**src/rtl/chad_coproc_pkg.sv**
```systemverilog
// Shared op codes, output-select codes and status bit positions for the chad multiply/divide coprocessor.
package chad_coproc_pkg;

  localparam logic [2:0] OP_NOP  = 3'd0;
  localparam logic [2:0] OP_UMUL = 3'd1;
  localparam logic [2:0] OP_UDIV = 3'd2;
  localparam logic [2:0] OP_OSEL = 3'd3;

  typedef enum logic [1:0] {
    OS_LO   = 2'd0,
    OS_HI   = 2'd1,
    OS_STAT = 2'd2,
    OS_ZERO = 2'd3
  } outsel_e;

  localparam int unsigned ST_OVF_BIT  = 0;
  localparam int unsigned ST_BUSY_BIT = 1;

  typedef enum logic [1:0] {
    S_IDLE = 2'd0,
    S_MUL  = 2'd1,
    S_DIV  = 2'd2
  } md_state_e;

endpackage

```
**src/rtl/chad_coproc_muldiv.sv**
```systemverilog
// Shared hi/lo/cnt datapath: shift-add unsigned multiply and restoring unsigned divide, one bit per cycle.
module chad_coproc_muldiv
  import chad_coproc_pkg::*;
#(
  parameter int unsigned WIDTH = 18
) (
  input  logic             clk,
  input  logic             resetq,
  input  logic             hold,
  input  logic             i_start_mul,
  input  logic             i_start_div,
  input  logic [WIDTH-1:0] i_a,
  input  logic [WIDTH-1:0] i_b,
  input  logic [WIDTH-1:0] i_c,
  output logic [WIDTH-1:0] o_hi,
  output logic [WIDTH-1:0] o_lo,
  output logic             o_ovf,
  output logic             o_busy
);

  localparam int unsigned CW = $clog2(WIDTH + 1);

  md_state_e        r_state, w_state_nxt;
  logic [WIDTH-1:0] r_hi, w_hi_nxt;
  logic [WIDTH-1:0] r_lo, w_lo_nxt;
  logic [WIDTH-1:0] r_opnd, w_opnd_nxt;
  logic [CW-1:0]    r_cnt, w_cnt_nxt;
  logic             r_ovf, w_ovf_nxt;
  logic             r_busy, w_busy_nxt;

  logic [WIDTH:0]   w_msum;
  logic [WIDTH:0]   w_dsub;

  // Multiply adds the multiplicand when lo[0] is set; divide trial-subtracts from the shifted remainder.
  assign w_msum = {1'b0, r_hi} + {1'b0, ({WIDTH{r_lo[0]}} & r_opnd)};
  assign w_dsub = {r_hi, r_lo[WIDTH-1]} - {1'b0, r_opnd};

  always_ff @(posedge clk or negedge resetq) begin
    if (!resetq) begin
      r_state <= S_IDLE;
      r_hi    <= '0;
      r_lo    <= '0;
      r_opnd  <= '0;
      r_cnt   <= '0;
      r_ovf   <= 1'b0;
      r_busy  <= 1'b0;
    end else begin
      r_state <= w_state_nxt;
      r_hi    <= w_hi_nxt;
      r_lo    <= w_lo_nxt;
      r_opnd  <= w_opnd_nxt;
      r_cnt   <= w_cnt_nxt;
      r_ovf   <= w_ovf_nxt;
      r_busy  <= w_busy_nxt;
    end
  end

  always_comb begin
    w_state_nxt = r_state;
    w_hi_nxt    = r_hi;
    w_lo_nxt    = r_lo;
    w_opnd_nxt  = r_opnd;
    w_cnt_nxt   = r_cnt;
    w_ovf_nxt   = r_ovf;
    unique case (r_state)
      S_IDLE: begin
        if (i_start_mul) begin
          w_opnd_nxt  = i_a;
          w_lo_nxt    = i_b;
          w_hi_nxt    = '0;
          w_ovf_nxt   = 1'b0;
          w_cnt_nxt   = CW'(WIDTH);
          w_state_nxt = S_MUL;
        end else if (i_start_div) begin
          w_hi_nxt = i_c;
          // Quotient cannot fit (or divisor is zero): flag it and finish immediately.
          if (i_c >= i_a) begin
            w_ovf_nxt = 1'b1;
            w_lo_nxt  = '1;
          end else begin
            w_ovf_nxt   = 1'b0;
            w_lo_nxt    = i_b;
            w_opnd_nxt  = i_a;
            w_cnt_nxt   = CW'(WIDTH);
            w_state_nxt = S_DIV;
          end
        end
      end
      S_MUL: begin
        if (!hold) begin
          w_hi_nxt  = w_msum[WIDTH:1];
          w_lo_nxt  = {w_msum[0], r_lo[WIDTH-1:1]};
          w_cnt_nxt = r_cnt - CW'(1);
          if (r_cnt == CW'(1)) w_state_nxt = S_IDLE;
        end
      end
      S_DIV: begin
        if (!hold) begin
          if (!w_dsub[WIDTH]) begin
            w_hi_nxt = w_dsub[WIDTH-1:0];
            w_lo_nxt = {r_lo[WIDTH-2:0], 1'b1};
          end else begin
            w_hi_nxt = {r_hi[WIDTH-2:0], r_lo[WIDTH-1]};
            w_lo_nxt = {r_lo[WIDTH-2:0], 1'b0};
          end
          w_cnt_nxt = r_cnt - CW'(1);
          if (r_cnt == CW'(1)) w_state_nxt = S_IDLE;
        end
      end
      default: w_state_nxt = S_IDLE;
    endcase
    w_busy_nxt = (w_state_nxt != S_IDLE);
  end

  assign o_hi   = r_hi;
  assign o_lo   = r_lo;
  assign o_ovf  = r_ovf;
  assign o_busy = r_busy;

endmodule

```
**src/rtl/chad_coproc.sv**
```systemverilog
// chad multiply/divide coprocessor: decodes the core's COP strobe, holds the output select and muxes the result word.
module chad_coproc
  import chad_coproc_pkg::*;
#(
  parameter int unsigned WIDTH = 18
) (
  input  logic             clk,
  input  logic             resetq,
  input  logic             hold,
  input  logic             copgo,
  input  logic [10:0]      sel,
  input  logic [WIDTH-1:0] copa,
  input  logic [WIDTH-1:0] copb,
  input  logic [WIDTH-1:0] copc,
  output logic [WIDTH-1:0] cop,
  output logic             busy
);

  logic             w_go;
  logic [2:0]       w_op;
  logic             w_start_mul;
  logic             w_start_div;
  logic             w_osel;
  logic             w_unused_sel;
  logic [WIDTH-1:0] w_hi;
  logic [WIDTH-1:0] w_lo;
  logic             w_ovf;
  logic             w_busy;
  outsel_e          r_outsel;

  assign w_go         = copgo & ~hold;
  assign w_op         = sel[2:0];
  assign w_unused_sel = ^sel[10:5];

  // Long operations start only when idle; OSEL is honoured even mid-operation.
  always_comb begin
    w_start_mul = 1'b0;
    w_start_div = 1'b0;
    w_osel      = 1'b0;
    case (w_op)
      OP_NOP:  ;
      OP_UMUL: w_start_mul = w_go & ~w_busy;
      OP_UDIV: w_start_div = w_go & ~w_busy;
      OP_OSEL: w_osel      = w_go;
      default: ;
    endcase
  end

  always_ff @(posedge clk or negedge resetq) begin
    if (!resetq) begin
      r_outsel <= OS_LO;
    end else if (w_osel) begin
      r_outsel <= outsel_e'(sel[4:3]);
    end
  end

  chad_coproc_muldiv #(
    .WIDTH(WIDTH)
  ) u_muldiv (
    .clk        (clk),
    .resetq     (resetq),
    .hold       (hold),
    .i_start_mul(w_start_mul),
    .i_start_div(w_start_div),
    .i_a        (copa),
    .i_b        (copb),
    .i_c        (copc),
    .o_hi       (w_hi),
    .o_lo       (w_lo),
    .o_ovf      (w_ovf),
    .o_busy     (w_busy)
  );

  always_comb begin
    cop = '0;
    unique case (r_outsel)
      OS_LO:   cop = w_lo;
      OS_HI:   cop = w_hi;
      OS_STAT: begin
        cop[ST_OVF_BIT]  = w_ovf;
        cop[ST_BUSY_BIT] = w_busy;
      end
      OS_ZERO: cop = '0;
      default: cop = '0;
    endcase
  end

  assign busy = w_busy;

endmodule
```
**config.mk**
```make
export PLATFORM = sky130hd
export DESIGN_NAME = chad_coproc
export DESIGN_NICKNAME = d
export VERILOG_FILES = /design/src/rtl/chad_coproc_pkg.sv /design/src/rtl/chad_coproc_muldiv.sv /design/src/rtl/chad_coproc.sv
export SDC_FILE = /design/constraint.sdc
export NUM_CORES = 1
export LEC_CHECK = 0
export ABC_AREA = 1
export ABC_CLOCK_PERIOD_IN_PS = 7800
export BUFFER_PORTS_ARGS = -buffer_cell sky130_fd_sc_hd__buf_4
export CORE_MARGIN = 3
export CORE_UTILIZATION = 30
export CTS_BUF_LIST = sky130_fd_sc_hd__clkbuf_8
export CTS_CLUSTER_DIAMETER = 60
export DETAILED_ROUTE_END_ITERATION = 12
export GPL_TIMING_DRIVEN = 1
export SYNTH_ARGS = -nofsm -noshare
export SYNTH_HDL_FRONTEND = slang
export SYNTH_SLANG_ARGS = --single-unit
```
**constraint.sdc**
```tcl
create_clock -name clk -period 7.8 [get_ports clk]
set_input_delay 1.56 -clock clk [delete_from_list [all_inputs] [get_ports clk]]
set_output_delay 1.56 -clock clk [all_outputs]
set_load 0.02 [all_outputs]
```
======== Word-level counts from Yosys, hierarchy flattened ========
Cells that the tools add are included.
operators by class
  add/sub/neg operators ................... 3
  multipliers ............................. 0
  divide/modulo/power cells ............... 0
  order comparisons ....................... 1
  eq/ne operators ......................... 15
  shift operators ......................... 0
  mux-type cells .......................... 35
  bitwise operators ....................... 5
  reductions and logical operators ........ 11
operator list
  operator             count
  $mux 18              13
  $pmux 18 s3          2
  $pmux 16 s2          1
  $mux 5               4
  $add 18x18->19       1
  $sub 19x18->19       1
  $and 18x18->18       1
  $ge 18x18->1         1
  $mux 2               5
  $pmux 5 s2           1
  $pmux 2 s4           1
  $reduce_and 4->1     2
  $mux 1               7
  $eq 2x2->1 const B   3
  $eq 3x2->1 const B   2
  $ne 2x2->1 const B   3
  $reduce_bool 2->1    3
  $eq 5x1->1 const B   1
  $sub 5x1->5 const B  1
  $eq 2x1->1 const B   2
  $logic_not 2->1      2
  $pmux 2 s2           1
  $eq 3x1->1 const B   1
  $ne 3x1->1 const B   1
  other kinds (8)      10
storage, ports and cells
  register bits ........................... 65
  latch bits .............................. 0
  RAM bits ................................ 0
  bits in read-only memories .............. 0
  input bits .............................. 69
  output and inout port bits .............. 19
  word-level logic and storage cells ...... 78
  memories kept ........................... 0

======== Depth between registers and ports, before layout ========
Gate-level depths: netlist (run 1).
  depth in word-level cells ............... 8
  gate-level depth with buffers ........... 21

======== Cells and area by module ========
A second synthesis (run 1) with hierarchy kept.
second synthesis, totals
  cells, all modules ...................... 1,080
  area total of the unflattened synthesis .. 6,785.3 sq um
by module, submodules not included
  module              times used  cells each  area an instance (sq um)  sequential area each (sq um)
  chad_coproc_muldiv  1           998         6,397.4                   1,576.5
  chad_coproc         1           82          387.9                     50.0

======== Worst setup path after synthesis (run 1) ========
OpenSTA, ideal clock, no wires.
  kind .................................... input to register
  start ................................... input port copa[15]
  end ..................................... register u_muldiv.r_lo[13] (netlist: u_muldiv.o_lo[13])
  library setup time ...................... 0.130 ns
  data arrival time ....................... 2.995 ns
  data required time ...................... 7.670 ns
  slack ................................... 4.675 ns
  cell stages on the path ................. 12
  path buffers ............................ 2
  cells stage by stage .................... inv_1 > ha_1 > a21oi_1 > nor2_1 > a211oi_1 > nand3_1 > nand2_1 > buf_2 > buf_6 > a21oi_1 > o21ai_0 > o21ai_0
on the way
  cells in the longest elaborated chain, start to end .. 5
RTL lines
  what                  RTL line                  source
  from (decl)           chad_coproc.sv:12         input logic [WIDTH-1:0] copa,
  $ge 18x18->1          chad_coproc_muldiv.sv:77  if (i_c >= i_a) begin
  $mux 18               chad_coproc_muldiv.sv:77
  $mux 18               chad_coproc_muldiv.sv:74  end else if (i_start_div) begin
  $mux 18               chad_coproc_muldiv.sv:67  if (i_start_mul) begin
  $pmux 18 s3           chad_coproc_muldiv.sv:65  unique case (r_state)
  to (signal assigned)  chad_coproc_muldiv.sv:50  r_lo <= w_lo_nxt;
  to (decl)             chad_coproc_muldiv.sv:25  logic [WIDTH-1:0] r_lo, w_lo_nxt;
No other way between the ends. The select of a mux whose other input is x is not followed.
A chain may end at the register's enable or synchronous reset.

======== Final worst setup path (run 1) ========
  start ................................... input port hold
  end ..................................... register u_muldiv.r_opnd[2]
on the way
  cells in the longest elaborated chain, start to end .. 6
  elaborated cells on any way between the ends .. 9
  classes of those cells .................. 1 x eq/ne; 3 x mux; 3 x bitwise; 2 x reduce/logical
RTL lines
  what                                                                     RTL line                              source
  from (decl)                                                              chad_coproc.sv:9                      input logic hold,
  $not 1->1 *                                                              chad_coproc.sv:31                     assign w_go = copgo & ~hold;
  $and 1x1->1 *                                                            chad_coproc.sv:31
  $and 1x1->1 *                                                            chad_coproc.sv:42, chad_coproc.sv:43
  $mux 1                                                                   chad_coproc.sv:40                     case (w_op)
  $ne 2x1->1 (no source line) / $reduce_bool 2->1 (equally long branches)  n/a
  $reduce_and 3->1 (no source line)                                        n/a
  to (signal assigned)                                                     chad_coproc_muldiv.sv:51              r_opnd <= w_opnd_nxt;
  to (decl)                                                                chad_coproc_muldiv.sv:26              logic [WIDTH-1:0] r_opnd, w_opnd_nxt;
Every way passes the cells marked *; elsewhere a longest branch is shown, timed or not.

==> run_results.csv, run 1 <==
group,metric,value,unit
placement,place_inst,1429,
detailed_routing,wl_per_cell,15.0,um
detailed_routing,wirelength,21.7,mm
detailed_routing,vias,7091,
global_route,track_usage,17.8,%
sta,fin_tns_setup,0,ns
final_layout,seqCellArea,1630,um2
logic_synthesis,ys_types,39,
final_layout,final_nets,1291,
global_route,grt_pass1_wl,34.4,mm
logic_synthesis,synth_top_area_share,24.1,%
sta,period_share,53.8,%
die,die_x,156,um
final_layout,final_cell_mix,"nand2_1, inv_1, nor2_1",
power_and_ir_drop,power_switching,2.02,mW
clocking,cts_root_buf,"clkbuf_8",
clocking,path_clk_slew,0.08,ns
logic_synthesis,synth_ff_type,"dfrtp_1",
placement,numPortBuffers,81,
flow_run,max-cap-violations,0,
worst_setup_path,cp-start-kind,"input pin",
clocking,post_cts_resized,0,
global_route,grt_pass1_vias,6658,
worst_setup_path,worst-setup-path-type,"input pin to flop",
global_route,grt_overflow_total,0,
power_and_ir_drop,p_per_area,461,nW/um2
worst_setup_path,cp-end-kind,"flop",
sta,max-slew-margin-rel,41.4,%
power_and_ir_drop,leakage,4.33,nW
detailed_routing,drc_errors,0,
detailed_routing,drtIter0Drc,481,
power_and_ir_drop,vdd_drop_max,0.000204,V
clocking,numCtsBuffers,9,
logic_synthesis,avgSynthCellArea,6.15,um2
sta,hold_viol_final,0,
outcome,status,"finished, final reports clean",
die,boundaryPins,88,
logic_synthesis,synth_area_leaders,"dfrtp_1, nand2_1, ha_1",
min_path,min_path_type,"flop to flop",
die,num_rows,54,
detailed_routing,antenna_left,0,
clocking,tritoncts,"yes",
clocking,clock_latency,0.38,ns
sta,setup_viol,0,
power_and_ir_drop,intPower,1.58,mW
final_layout,antenna_cells,0,
clocking,post_cts_buffers,0,
worst_setup_path,required,8.07,ns
sta,fmaxAchievable,0.238,GHz
logic_synthesis,synthesis.area,6760,um2
clocking,cts_max_level,3,
worst_setup_path,cp.arrival,4.47,ns
final_layout,layout-drive-gt1-share,10.3,%
clocking,hold_buffers,0,
global_route,grt_max_degree,66,
sta,fin_skew,0.0109,ns
die,dieHeight,156,um
detailed_routing,via_per_inst,4.91,
logic_synthesis,ys_seq_elements,65,
sta,rsz0062_at_grt,"false",
logic_synthesis,async_flop_share,100,%
final_layout,fill_cells,2410,
detailed_routing,drtPass1Iterations,5,
clocking,clockBufferDepth,2,
power_and_ir_drop,swShare,56.1,%
power_and_ir_drop,p_comb_share,71.3,%
sta,hold_slack,0.496,ns
global_route,antenna_found_initial,0,
placement,routabilityCongestion,0.958,
logic_synthesis,syn-num-nets,1230,
logic_synthesis,syn_inst,1099,
final_layout,layout_commonest_cell,"nand2_1",
worst_setup_path,r2r_slack,4.57,ns
sta,max_slew.worst_pin.slew,0.879,ns
power_and_ir_drop,p_seq_share,18.6,%
die,initial_core_util,30.8,%
die,dieArea,24400,um2
die,core,22000,um2
sta,slew_viol_final,0,
worst_setup_path,cp_max_fo,36,
power_and_ir_drop,report.power.total,3.60,mW
final_layout,areaGrowthSynthToFinish,15.8,%
clocking,cts.sinks,65,
placement,dp_hpwl,17.1,mm
final_layout,final_cells,1444,
sta,fin_crit,4.20,ns
logic_synthesis,synth_edf_count,0,
logic_synthesis,yosysWarningCount,0,
logic_synthesis,synth_area_leader_cell,"dfrtp_1",
power_and_ir_drop,p_clk_share,10.2,%
final_layout,multi_input_area,4250,um2
logic_synthesis,ys_seq_area_share,24.1,%
## critical path: stages
cell,delay [ns]
buf_4,0.12
inv_1,0.08
nand2_1,0.05
nor2_1,0.11
nand3_1,0.60
nand2_1,0.86
nand3_2,0.70
o21ai_0,0.38
## cell type report
type	count	share of cell area, %
clock inverter	5	1.33
multi-input combinational	808	54.4
sequential	65	20.8
tap	280	4.48
clock buffer	10	1.76
timing repair buffer	84	8.06
inverter	192	9.21
## per-layer routing
layer	vias up	wire [um]	share of wire, %	global-route usage (%)
li1	3658	-	-	-
met1	3236	10500	49	25.2
met2	172	9640	44	27.9
met3	25	1070	4.9	2.44
met4	0	464	2.1	5.72
met5	-	0	0	0
## synth_stat cells (3+ instances only)
cell type and n:
nor2_1 89, clkbuf_1 20, inv_1 185, dfrtp_1 65, inv_2 4, nor3_1 7, nand3_2 4, o21ai_0 79
o22ai_1 31, o21a_1 4, xnor2_1 11, buf_1 5, ha_1 60, o21bai_1 3, nand2_4 5, buf_2 6
o31ai_1 3, buf_6 3, nand4_1 9, nand3_1 78, nand3b_1 7, a21oi_1 81, nand2_1 318, clkinv_1 3
## metrics by stage
stage               worst slack, ns  instance area (um2)  utilization, %
global placement               3.32                 7580            34.5
CTS                            3.63                 7820            35.6
detailed placement             3.27                 7580            34.5
finish                         3.60                 7820            35.6
floorplan                      4.68                 6760               -
global route                   3.18                 7820            35.6
## registers in the layout, indices dropped and copies added (netlist names)
| name | count |
|---|---|
| r_outsel | 2 |
| u_muldiv.o_busy | 1 |
| u_muldiv.o_hi | 18 |
| u_muldiv.o_lo | 18 |
| u_muldiv.o_ovf | 1 |
| u_muldiv.r_cnt | 5 |
| u_muldiv.r_opnd | 18 |
| u_muldiv.r_state | 2 |
## power by group through the flow
stage	logic (mW)	registers [mW]	clock network, mW
4_1_cts	2.57	0.665	0.373
3_5_place_dp	2.55	0.671	0
3_3_place_gp	2.53	0.669	0
2_1_floorplan	1.95	0.590	0
5_1_grt	2.91	0.687	0.388
6_report	2.57	0.669	0.367
## path summary, 6_finish.rpt
kind | to | cells after the start | startpoint
max | u_muldiv.r_opnd[2] | 8 | hold
min | u_muldiv.o_ovf | 2 | u_muldiv.o_ovf
max reg2reg | u_muldiv.r_opnd[2] | 5 | u_muldiv.o_busy
min reg2reg | u_muldiv.o_ovf | 2 | u_muldiv.o_ovf
max in group asynchronous | u_muldiv.r_cnt[1] | 1 | resetq
min in group asynchronous | u_muldiv.o_hi[9] | 1 | resetq
## kinds of logic after synthesis
family | count (synthesis) | share of synthesized area, %
simple gates | 524 | 32.7
flops | 65 | 24.1
compound gates | 208 | 16.6
xor+xnor | 13 | 1.69
buf+inv | 226 | 13.0
fa+ha+maj | 62 | 11.7
mux | 1 | 0.167
No activity file was read; power rests on OpenSTA's default activity.
==> inputs of run 2 (changes only) <==
- ABC_CLOCK_PERIOD_IN_PS: 7800 -> 3700
- clock period: 7.8 -> 3.7 ns (I/O delays scaled with it)
==> run 2 against run 1 <==
Clock skew decreased by 0.00071 ns. Flip-flop and latch count stayed put. First-iteration DRC count increased by 13%. Power is 110% higher. Critical endpoint is now cop[0].
==> run_results.csv, run 2 (synthesized netlist as in run 1, its figures left out) <==
group,metric,value,unit
outcome,status,"finished, final reports clean",
clocking,numCtsBuffers,9,
final_layout,layout-drive-gt1-share,10.8,%
global_route,grt_max_degree,66,
global_route,antenna_found_initial,0,
clocking,hold_buffers,0,
sta,fin_tns_setup,0,ns
placement,place_ws,0.734,ns
detailed_routing,met1Wirelength,10.1,mm
detailed_routing,drtIter0Drc,545,
global_route,grt_overflow_total,0,
sta,hold_viol_final,0,
placement,numPortBuffers,81,
worst_setup_path,worst-setup-path-type,"flop to output port",
final_layout,final_cell_mix,"nand2_1, inv_1, nor2_1, buf_4, a21oi_1",
die,dieArea,24400,um2
power_and_ir_drop,report.power.total,7.46,mW
final_layout,final_nets,1296,
placement,routabilityCongestion,0.939,
detailed_routing,top_layer_used,"met4",
sta,fin_crit,2.81,ns
global_route,grt_pass1_wl,35.5,mm
flow_run,max-cap-violations,0,
sta,fmaxAchievable,0.355,GHz
sta,period_share,76.1,%
detailed_routing,wl_met3,1.43,mm
detailed_routing,vias,7185,
final_layout,antenna_cells,0,
clocking,clockBufferDepth,2,
detailed_routing,drtPass1Iterations,6,
sta,worst_slack,0.886,ns
min_path,min_path_type,"input pin to async pin",
clocking,tritoncts,"yes",
clocking,post_cts_resized,0,
worst_setup_path,timing.rr.start,"u_muldiv.o_lo[0]",
sta,setup_viol,0,
final_layout,layout_commonest_cell,"nand2_1",
worst_setup_path,cp.arrival,2.07,ns
clocking,path_clk_slew,0.08,ns
worst_setup_path,cp-start-kind,"flop",
power_and_ir_drop,leakage,4.32,nW
die,boundaryPins,88,
worst_setup_path,r2r_slack,1.00,ns
detailed_routing,wl_per_cell,15.1,um
power_and_ir_drop,vdd_drop_max,0.000277,V
worst_setup_path,required,2.96,ns
global_route,grt_pass1_vias,6750,
sta,fin_skew,0.0102,ns
sta,max-slew-margin-rel,39.2,%
detailed_routing,via_per_inst,4.96,
die,core,22000,um2
power_and_ir_drop,p_per_area,955,nW/um2
die,num_rows,54,
clocking,clock_latency,0.36,ns
placement,dp_hpwl,17.5,mm
worst_setup_path,cp_max_fo,17,
worst_setup_path,worstReg2RegEnd,"u_muldiv.o_hi[13]",
clocking,cts.sinks,65,
detailed_routing,drc_errors,0,
die,dieHeight,156,um
global_route,track_usage,18.3,%
detailed_routing,wirelength,21.9,mm
worst_setup_path,reg2regPathDepth,17,
die,initial_core_util,30.8,%
die,die_x,156,um
worst_setup_path,cp-end-kind,"output port",
sta,max_slew.worst_pin.slew,0.911,ns
clocking,post_cts_buffers,0,
clocking,cts_max_level,3,
final_layout,areaGrowthSynthToFinish,15.6,%
detailed_routing,antenna_left,0,
sta,rsz0062_at_grt,"false",
detailed_routing,met2WireLength,9.71,mm
sta,slew_viol_final,0,
clocking,cts_root_buf,"clkbuf_8",
final_layout,fill_cells,2425,
[run 2: report_power, final]
group	total, mW	switching [mW]	internal (mW)
combinational	5.44	3.58	1.85
clock	0.602	0.305	0.297
sequential	1.42	0.377	1.04
total	7.46	4.27	3.19
[run 2: worst max-delay path by stage]
stage | from | end | slack, ns | cells after the start
floorplan | u_muldiv.o_lo[0] | u_muldiv.o_hi[15] | 1.17 | 21
global placement | copa[9] | u_muldiv.r_opnd[9] | 0.81 | 12
detailed placement | copa[9] | u_muldiv.r_opnd[4] | 0.73 | 12
CTS | r_outsel[1] | cop[0] | 0.90 | 4
global route | r_outsel[1] | cop[0] | 0.70 | 4
finish | r_outsel[1] | cop[0] | 0.89 | 4
[run 2: critical path, stage by stage, from the launching register on]
cell	delay, ns
dfrtp_1	0.42
nor2_1	0.22
clkinv_1	0.48
o221ai_1	0.39
buf_4	0.20
[run 2: metal layers]
metal,up-vias,GRT usage (%)
met5,-,0
met4,0,6.27
met3,38,3.13
met2,242,28.5
met1,3239,25.7
li1,3666,-
[run 2: final cells by class]
| cell class | count | area, um2 | share of cell area, % |
|---|---|---|---|
| Multi-Input combinational cell | 808 | 4250 | 54.5 |
| Timing Repair Buffer | 89 | 668 | 8.55 |
| Tap cell | 280 | 350 | 4.49 |
| Clock buffer | 12 | 165 | 2.11 |
| Inverter | 192 | 721 | 9.23 |
| Clock inverter | 4 | 26.3 | 0.336 |
| Sequential cell | 65 | 1630 | 20.8 |
[run 2: stage by stage]
step                instance area [um2]  utilization (%)  cells  hold WS [ns]
global route                       7810             35.6   1450         0.533
finish                             7810             35.6   1450         0.464
floorplan                          6760                -   1099         0.444
detailed placement                 7620             34.7   1434         0.482
global placement                   7620             34.7   1434         0.467
CTS                                7810             35.6   1450         0.501
